[src/rtl/resource_router_pkg.sv]
// Shared types and constants for the dual-pipeline resource response router.
package resource_router_pkg;

  localparam int DATA_W_DEF = 32;
  localparam int DEPTH_DEF  = 4;

  localparam logic OWNER_P1 = 1'b0;
  localparam logic OWNER_P2 = 1'b1;

  typedef struct packed {
    logic owner;
    logic kill;
  } tag_t;

  localparam int ERR_NO_CREDIT = 0;
  localparam int ERR_EMPTY_TAG = 1;
  localparam int ERR_BAD_GRANT = 2;

endpackage

[src/rtl/rr_fifo.sv]
// First-word-fall-through synchronous FIFO with count, synchronous clear and an
// optional keyed mark port (sets MARK_BIT in entries whose KEY_BIT matches).
module rr_fifo #(
  parameter int WIDTH    = 8,
  parameter int DEPTH    = 4,
  parameter int KEY_BIT  = 0,
  parameter int MARK_BIT = 0,
  localparam int AW = $clog2(DEPTH),
  localparam int CW = $clog2(DEPTH + 1)
) (
  input  logic             clk,
  input  logic             reset,
  input  logic             clear,
  input  logic             push,
  input  logic [WIDTH-1:0] push_data,
  input  logic             pop,
  input  logic [1:0]       mark_key,
  output logic [WIDTH-1:0] head,
  output logic [CW-1:0]    count
);

  logic [WIDTH-1:0] mem [DEPTH];
  logic [AW-1:0]    wptr, rptr;
  logic             empty, full, do_push, do_pop;

  assign empty   = (count == '0);
  assign full    = (count == CW'(DEPTH));
  assign do_pop  = pop && !empty;
  // A full FIFO still accepts a write when the head leaves in the same cycle.
  assign do_push = push && (!full || do_pop);
  assign head    = mem[rptr];

  always_ff @(posedge clk) begin
    if (reset) begin
      for (int i = 0; i < DEPTH; i++) mem[i] <= '0;
      wptr  <= '0;
      rptr  <= '0;
      count <= '0;
    end else if (clear) begin
      wptr  <= '0;
      rptr  <= '0;
      count <= '0;
    end else begin
      for (int i = 0; i < DEPTH; i++)
        if (mark_key[mem[i][KEY_BIT]]) mem[i][MARK_BIT] <= 1'b1;
      if (do_push) begin
        mem[wptr] <= push_data;
        wptr      <= wptr + 1'b1;
      end
      if (do_pop) rptr <= rptr + 1'b1;
      count <= count + CW'(do_push) - CW'(do_pop);
    end
  end

endmodule

[src/rtl/resource_response_router.sv]
// Tracks the owning pipeline of each issued shared-resource op and steers the
// in-order results back through per-pipeline buffers, dropping flushed work.
module resource_response_router
  import resource_router_pkg::*;
#(
  parameter int DATA_W = DATA_W_DEF,
  parameter int DEPTH  = DEPTH_DEF
) (
  input  logic              clk,
  input  logic              reset,
  input  logic              issue_valid,
  input  logic              grant_1,
  input  logic              grant_2,
  input  logic              flush_1,
  input  logic              flush_2,
  input  logic              res_valid,
  input  logic [DATA_W-1:0] res_data,
  output logic              issue_ready_1,
  output logic              issue_ready_2,
  output logic              rsp_valid_1,
  output logic              rsp_valid_2,
  output logic [DATA_W-1:0] rsp_data_1,
  output logic [DATA_W-1:0] rsp_data_2,
  input  logic              rsp_ready_1,
  input  logic              rsp_ready_2,
  output logic [2:0]        err
);

  localparam int CW = $clog2(DEPTH + 1);

  tag_t          tag_head, tag_push;
  logic [CW-1:0] tag_count, buf_count_1, buf_count_2, tags_live_1, tags_live_2;
  logic [CW:0]   live_1, live_2;
  logic          tag_full, tag_empty, grants_ok, credit, issue_acc, tag_pop, route_ok;
  logic          wr_1, wr_2, rd_1, rd_2, inc_1, inc_2, dec_1, dec_2;

  // Credits depend only on registered counts, so there is no path from issue inputs.
  assign tag_full      = (tag_count == CW'(DEPTH));
  assign tag_empty     = (tag_count == '0);
  assign live_1        = {1'b0, tags_live_1} + {1'b0, buf_count_1};
  assign live_2        = {1'b0, tags_live_2} + {1'b0, buf_count_2};
  assign issue_ready_1 = !tag_full && (live_1 < (CW + 1)'(DEPTH));
  assign issue_ready_2 = !tag_full && (live_2 < (CW + 1)'(DEPTH));
  assign rsp_valid_1   = (buf_count_1 != '0);
  assign rsp_valid_2   = (buf_count_2 != '0);

  always_comb begin
    grants_ok      = grant_1 ^ grant_2;
    credit         = grant_2 ? issue_ready_2 : issue_ready_1;
    issue_acc      = issue_valid && grants_ok && credit;
    tag_push.owner = grant_2;
    tag_push.kill  = grant_2 ? flush_2 : flush_1;
    tag_pop        = res_valid && !tag_empty;
    route_ok       = tag_pop && !tag_head.kill;
    // A flush in the same cycle as the result beats the result.
    wr_1           = route_ok && (tag_head.owner == OWNER_P1) && !flush_1;
    wr_2           = route_ok && (tag_head.owner == OWNER_P2) && !flush_2;
    rd_1           = rsp_valid_1 && rsp_ready_1 && !flush_1;
    rd_2           = rsp_valid_2 && rsp_ready_2 && !flush_2;
    inc_1          = issue_acc && (grant_2 == OWNER_P1);
    inc_2          = issue_acc && (grant_2 == OWNER_P2);
    dec_1          = route_ok && (tag_head.owner == OWNER_P1);
    dec_2          = route_ok && (tag_head.owner == OWNER_P2);
  end

  always_ff @(posedge clk) begin
    if (reset) begin
      tags_live_1 <= '0;
      tags_live_2 <= '0;
      err         <= '0;
    end else begin
      tags_live_1 <= flush_1 ? '0 : tags_live_1 + CW'(inc_1) - CW'(dec_1);
      tags_live_2 <= flush_2 ? '0 : tags_live_2 + CW'(inc_2) - CW'(dec_2);
      if (issue_valid && grants_ok && !credit) err[ERR_NO_CREDIT] <= 1'b1;
      if (res_valid && tag_empty)              err[ERR_EMPTY_TAG] <= 1'b1;
      if (issue_valid && !grants_ok)           err[ERR_BAD_GRANT] <= 1'b1;
    end
  end

  rr_fifo #(.WIDTH(2), .DEPTH(DEPTH), .KEY_BIT(1), .MARK_BIT(0)) u_tag_fifo (
    .clk       (clk),
    .reset     (reset),
    .clear     (1'b0),
    .push      (issue_acc),
    .push_data (tag_push),
    .pop       (tag_pop),
    .mark_key  ({flush_2, flush_1}),
    .head      (tag_head),
    .count     (tag_count)
  );

  rr_fifo #(.WIDTH(DATA_W), .DEPTH(DEPTH)) u_buf_1 (
    .clk       (clk),
    .reset     (reset),
    .clear     (flush_1),
    .push      (wr_1),
    .push_data (res_data),
    .pop       (rd_1),
    .mark_key  (2'b00),
    .head      (rsp_data_1),
    .count     (buf_count_1)
  );

  rr_fifo #(.WIDTH(DATA_W), .DEPTH(DEPTH)) u_buf_2 (
    .clk       (clk),
    .reset     (reset),
    .clear     (flush_2),
    .push      (wr_2),
    .push_data (res_data),
    .pop       (rd_2),
    .mark_key  (2'b00),
    .head      (rsp_data_2),
    .count     (buf_count_2)
  );

endmodule

[config.mk]
export PLATFORM = sky130hd
export DESIGN_NAME = resource_response_router
export DESIGN_NICKNAME = d
export VERILOG_FILES = /design/src/rtl/resource_router_pkg.sv /design/src/rtl/rr_fifo.sv /design/src/rtl/resource_response_router.sv
export SDC_FILE = /design/constraint.sdc
export NUM_CORES = 1
export LEC_CHECK = 0
export CAP_MARGIN = 10
export CORE_UTILIZATION = 60
export CTS_BUF_LIST = sky130_fd_sc_hd__clkbuf_8
export DETAILED_ROUTE_END_ITERATION = 8
export GPL_TIMING_DRIVEN = 0
export PLACE_DENSITY = 0.8
export SETUP_SLACK_MARGIN = 0.1
export SLEW_MARGIN = 25
export SYNTH_ARGS = -nofsm -noshare
export SYNTH_HDL_FRONTEND = slang
export SYNTH_HIERARCHICAL = 1
export SYNTH_SLANG_ARGS = --single-unit
[constraint.sdc]
create_clock -name clk -period 6.59 [get_ports clk]
set_clock_uncertainty 0.15 [all_clocks]
set_input_delay 1.318 -clock clk [delete_from_list [all_inputs] [get_ports clk]]
set_output_delay 1.318 -clock clk [all_outputs]
set_load 0.05 [all_outputs]
* Word level (Yosys, flattened, before mapping)
Memory sizes are Yosys's and may differ from the RTL's. A register that Yosys moved wholly into a read port is not among the register bits.
Cells that the tools add are included.
W data, S select, Z words.
** Storage, ports and cells
- Output and inout bits :: 71
- Bits of input ports :: 42
- Flip-flop bits (word level) :: 30
- Memories :: 3
- Memory bits (writable) :: 264
- Logic and storage cells :: 214
** Operators by class
- Equality and inequality tests :: 3
- Magnitude comparators :: 14
- Mux-type cells :: 99
- $add $sub $neg :: 18
- Reduce and logical (&&, ||, !) cells :: 48
- Bitwise gates (word level) :: 15
** Memory list
- u_buf_1.mem :: words 4, width 32, rd ports 5, clocked after Yosys merged registers in 1, write ports 4, RTL line rr_fifo.sv:22 : logic [WIDTH-1:0] mem [DEPTH];
- u_buf_2.mem :: words 4, width 32, rd ports 5, clocked after Yosys merged registers in 1, write ports 4, RTL line rr_fifo.sv:22
- u_tag_fifo.mem :: words 4, width 2, rd ports 5, clocked after Yosys merged registers in 1, write ports 5, RTL line rr_fifo.sv:22
** Operators by type and width (count)
- $mux W1 :: 87
- $mux W32 :: 2
- $reduce_or A32 Y1 :: 2
- $logic_and A1 B1 Y1 :: 25
- $lt A1 B2 Y1 const B :: 12
- $mux W2 :: 10
- $add A3 B1 Y3 :: 5
- $sub A3 B1 Y3 :: 5
- $add A2 B1 Y2 const B :: 6
- $or A1 B1 Y1 :: 12
- $logic_not A1 Y1 :: 11
- $eq A3 B3 Y1 const B :: 3
- $logic_not A3 Y1 :: 3
- $add A3 B3 Y4 :: 2
- $lt A4 B3 Y1 const B :: 2
- $reduce_bool A3 Y1 :: 2
- $reduce_or A2 Y1 :: 2
- $logic_or A1 B1 Y1 :: 3
- $not A1 Y1 :: 2
- $xor A1 B1 Y1 :: 1

* Depth between registers and ports, before layout
- Depth after elaboration :: 13
- Depth in mapped cells :: 13
- Gate-level depth less buffers :: 13

* Modules after synthesis
Netlist, hierarchy kept.
** Modules (own cells, without submodules)
- rr_fifo (u_buf_2) :: cells each 376, seq. area each 3993.8 um^2, area each 6208.5 um^2, times used 1
- rr_fifo (u_buf_1) :: cells each 375, seq. area each 3993.8 um^2, area each 6025.8 um^2, times used 1
- rr_fifo (u_tag_fifo) :: cells each 97, seq. area each 390.4 um^2, area each 960.9 um^2, times used 1
- resource_response_router :: cells each 76, seq. area each 180.2 um^2, area each 711.9 um^2, times used 1

* Worst setup path after synthesis
Ideal clock, no wire load.
- Path kind :: input to register
- Start point :: input port res_valid
- End point :: memory u_buf_2/mem[3][10] in the netlist's numbering (enable)
- Arrival :: 4.469 ns
- Slack :: 1.504 ns
- Setup time :: 0.467 ns
- Data required time :: 5.973 ns
- Stages on the path :: 6
- Buffers on the path :: 1
- Path through :: nand2b_4 -> nor3b_2 -> nor2b_1 -> clkbuf_1 -> nand2_1 -> o31ai_1
** RTL lines
- start, declared :: RTL line resource_response_router.sv:16 : input logic res_valid,
- end, declared :: RTL line rr_fifo.sv:22

==> run_results.csv <==
group,metric,value,unit
global_route,grt_pass1_vias,8467,
global_route,grt_max_degree,24,
detailed_routing,initialDrtViolationCount,529,
yosys,syn_area,0.0139,mm²
cts,hold_buffers,0,
die,start_util,0.612,
die,num_rows,55,
cts,tritoncts.num_buffers,48,
layout,drive_above_1_share,0.187,
cts,cts_resized,0,
global_route,grt.overflow.total,0,
yosys,async_reset_ff_frac,0,
global_route,antenna_found_initial,0,
worst_setup_path,crit_required,5120,ps
power_and_ir_drop,leakage,6.17,nW
yosys,synth_ff_type,"edfxtp_1",
timing,max_slew_margin,0.355,
die,die_h,154,µm
die,core-area,0.0227,mm²
place,dp.cells,1344,
cts,cts_max_path_buffers,3,
die,die_x,154,µm
timing,post-route-period-util,0.675,
cts,root_buffer,"clkbuf_8",
die,io_pins,113,
layout,syn_to_final_growth,19.0,%
cts,cts.sinks,300,
yosys,yosys.area.top_type_share,0.551,
cts,cts_tree,"done",
detailed_routing,ant_nets,0,
cts,path_clk_slew,60,ps
outcome,outcome,"complete, no violations",
timing,finalHoldViolCount,0,
timing,fmax,0.225,GHz
layout,fin_util,0.729,
worst_hold_path,hp-class,"flip-flop to flip-flop",
global_route,track_usage,0.258,
die,die-area,0.0238,mm²
detailed_routing,first_pass_iters,6,
global_route,grt_pass1_wl,46300,µm
detailed_routing,wl_per_cell,20.6,µm
layout,antennaDiodeCount,0,
yosys,synthTopCellsByArea,"edfxtp_1 (55%), mux4_2 (11%), and2_1 (11%)",
detailed_routing,vias,8115,
worst_setup_path,critPathMaxFanout,10,
power_and_ir_drop,ir_worst_vdd,0.000139,V
yosys,synthCells,924,
yosys,synth_edf_count,255,
job,maxCapViolCount,0,
worst_setup_path,path_class,"flip-flop to output pin",
timing,rsz0062_at_grt,"no",
timing,setup_violations,0,
place,gp_congestion,0.780,
detailed_routing,routed_via_density,5.67,
yosys,synth.most_common_cell,"edfxtp_1",
timing,worstMarginPinSlew,961,ps
yosys,ys_seq_area_frac,0.615,
timing,maxSlewViolCount,0,
layout,fin_nets,1182,
timing,period_needed,4450,ps
place,dp_hpwl,19700,µm
detailed_routing,drt-total-wl,29500,µm
detailed_routing,post-route-drc-count,0,
yosys,synth_top_cells_by_count,"edfxtp_1 (255), and2_1 (236), mux4_2 (66)",
layout,instances_no_fill,1430,
worst_setup_path,worst_setup_path_end_kind,"output pin",
yosys,yosys_warnings,6,
yosys,synth.distinct_cells,63,
yosys,yosysTopAreaCell,"edfxtp_1",
yosys,ys_ff_latch,300,
cts,htree_levels,2,
place,io_buffers,112,
worst_setup_path,arrival,2980,ps
cts,post_cts_buffers,0,
power_and_ir_drop,power.density,233,mW/mm²
yosys,avgSynthCellArea,15.1,µm²
cts,clkLatencyLatePin,570,ps
worst_setup_path,startpoint_type,"flip-flop",
==> cells by family after synthesis <==
kind of cell               count (synthesis)  synth area share
xor gates and xnor gates                  17            0.0107
adders and majority gates                 31            0.0306
AOI/OAI and AO/OA                         56            0.0284
buffers and inverters                     81            0.0307
and+or+nand+nor                          359             0.166
muxes                                     79             0.118
other                                      1          0.000270
DFF                                      300             0.615
==> cells in the final DEF (no fill, tap or decap), types with 5 or more instances in the layout <==
master and instances:
clkbuf_8 54, and2_1 236, a22o_1 6, mux4_2 66, buf_6 17, a21oi_1 9
clkbuf_1 20, nor2_1 24, o21ai_0 11, xnor2_1 13, dfxtp_1 45, edfxtp_1 255
nand2_1 13, clkinv_1 16, nor3_1 18, fa_1 5, clkbuf_2 6, clkdlybuf4s50_1 112
inv_1 45, and2_4 15, a21o_2 6, mux2i_1 6, buf_2 8, ha_1 26
buf_16 5, nand3_1 9, conb_1 13
==> worst max-delay path, cell delays in order, from the launching register on <==
cell and delay, ps:
dfxtp_1 310, clkbuf_1 330, clkbuf_1 570, mux4_2 380
clkdlybuf4s50_1 810
==> metal layers <==
layer	vias up	GRT usage	share of wire	routed length (µm)
met1	4024	0.345	0.42	12200
met5	-	0	0	0
met3	61	0.0375	0.060	1780
met4	0	0.0962	0.025	734
met2	281	0.435	0.50	14700
li1	3749	-	-	-
==> sequential cells by signal, indices dropped and copies added, names as in the netlist, 3 cells and up, named ones only <==
signal / cells
u_buf_1/mem: 128
u_buf_2/mem: 128
u_tag_fifo/mem: 8
err: 3
tags_live_1: 3
tags_live_2: 3
u_buf_1/count: 3
u_buf_2/count: 3
u_tag_fifo/count: 3
==> where the power goes <==
group	total [mW]	internal (mW)	switching [mW]	leakage [nW]
clock network	1.44	0.745	0.697	0.496
registers	2.14	2.12	0.0206	3.00
logic	0.275	0.108	0.168	2.67
==> area by class of cell <==
cell class	instances	area, µm²
Sequential cell	300	8560
Fill cell	1512	6160
Inverter	31	116
Clock inverter	32	126
Clock buffer	54	743
Multi-Input combinational cell	555	5000
Buffer	50	310
Tap cell	285	357
Timing Repair Buffer	123	1340
==> per-stage QoR <==
step / power [mW] / hold WS, ps / instance area [µm²] / TNS (ps) / setup slack, ps
floorplan: 2.32 / 303 / 14000 / 0 / 1500
detailed placement: 2.45 / 321 / 15700 / 0 / 1740
CTS: 3.88 / 335 / 16600 / 0 / 2070
global route: 3.98 / 355 / 16600 / 0 / 2030
global placement: 2.43 / 308 / 15400 / -68680 / -1140
finish: 3.85 / 331 / 16600 / 0 / 2140
==> final timing paths <==
path	from	end	slack (ps)	cells after the start
max reg2reg	flip-flop	u_buf_1/mem[0][4]	3140	7
min	u_tag_fifo/mem[1][0]	u_tag_fifo/mem[1][0]	330	1
min reg2reg	u_tag_fifo/mem[1][0]	u_tag_fifo/mem[1][0]	330	1
max	flip-flop	rsp_data_2[16]	2140	4
Power figures use the tool's default switching activity.
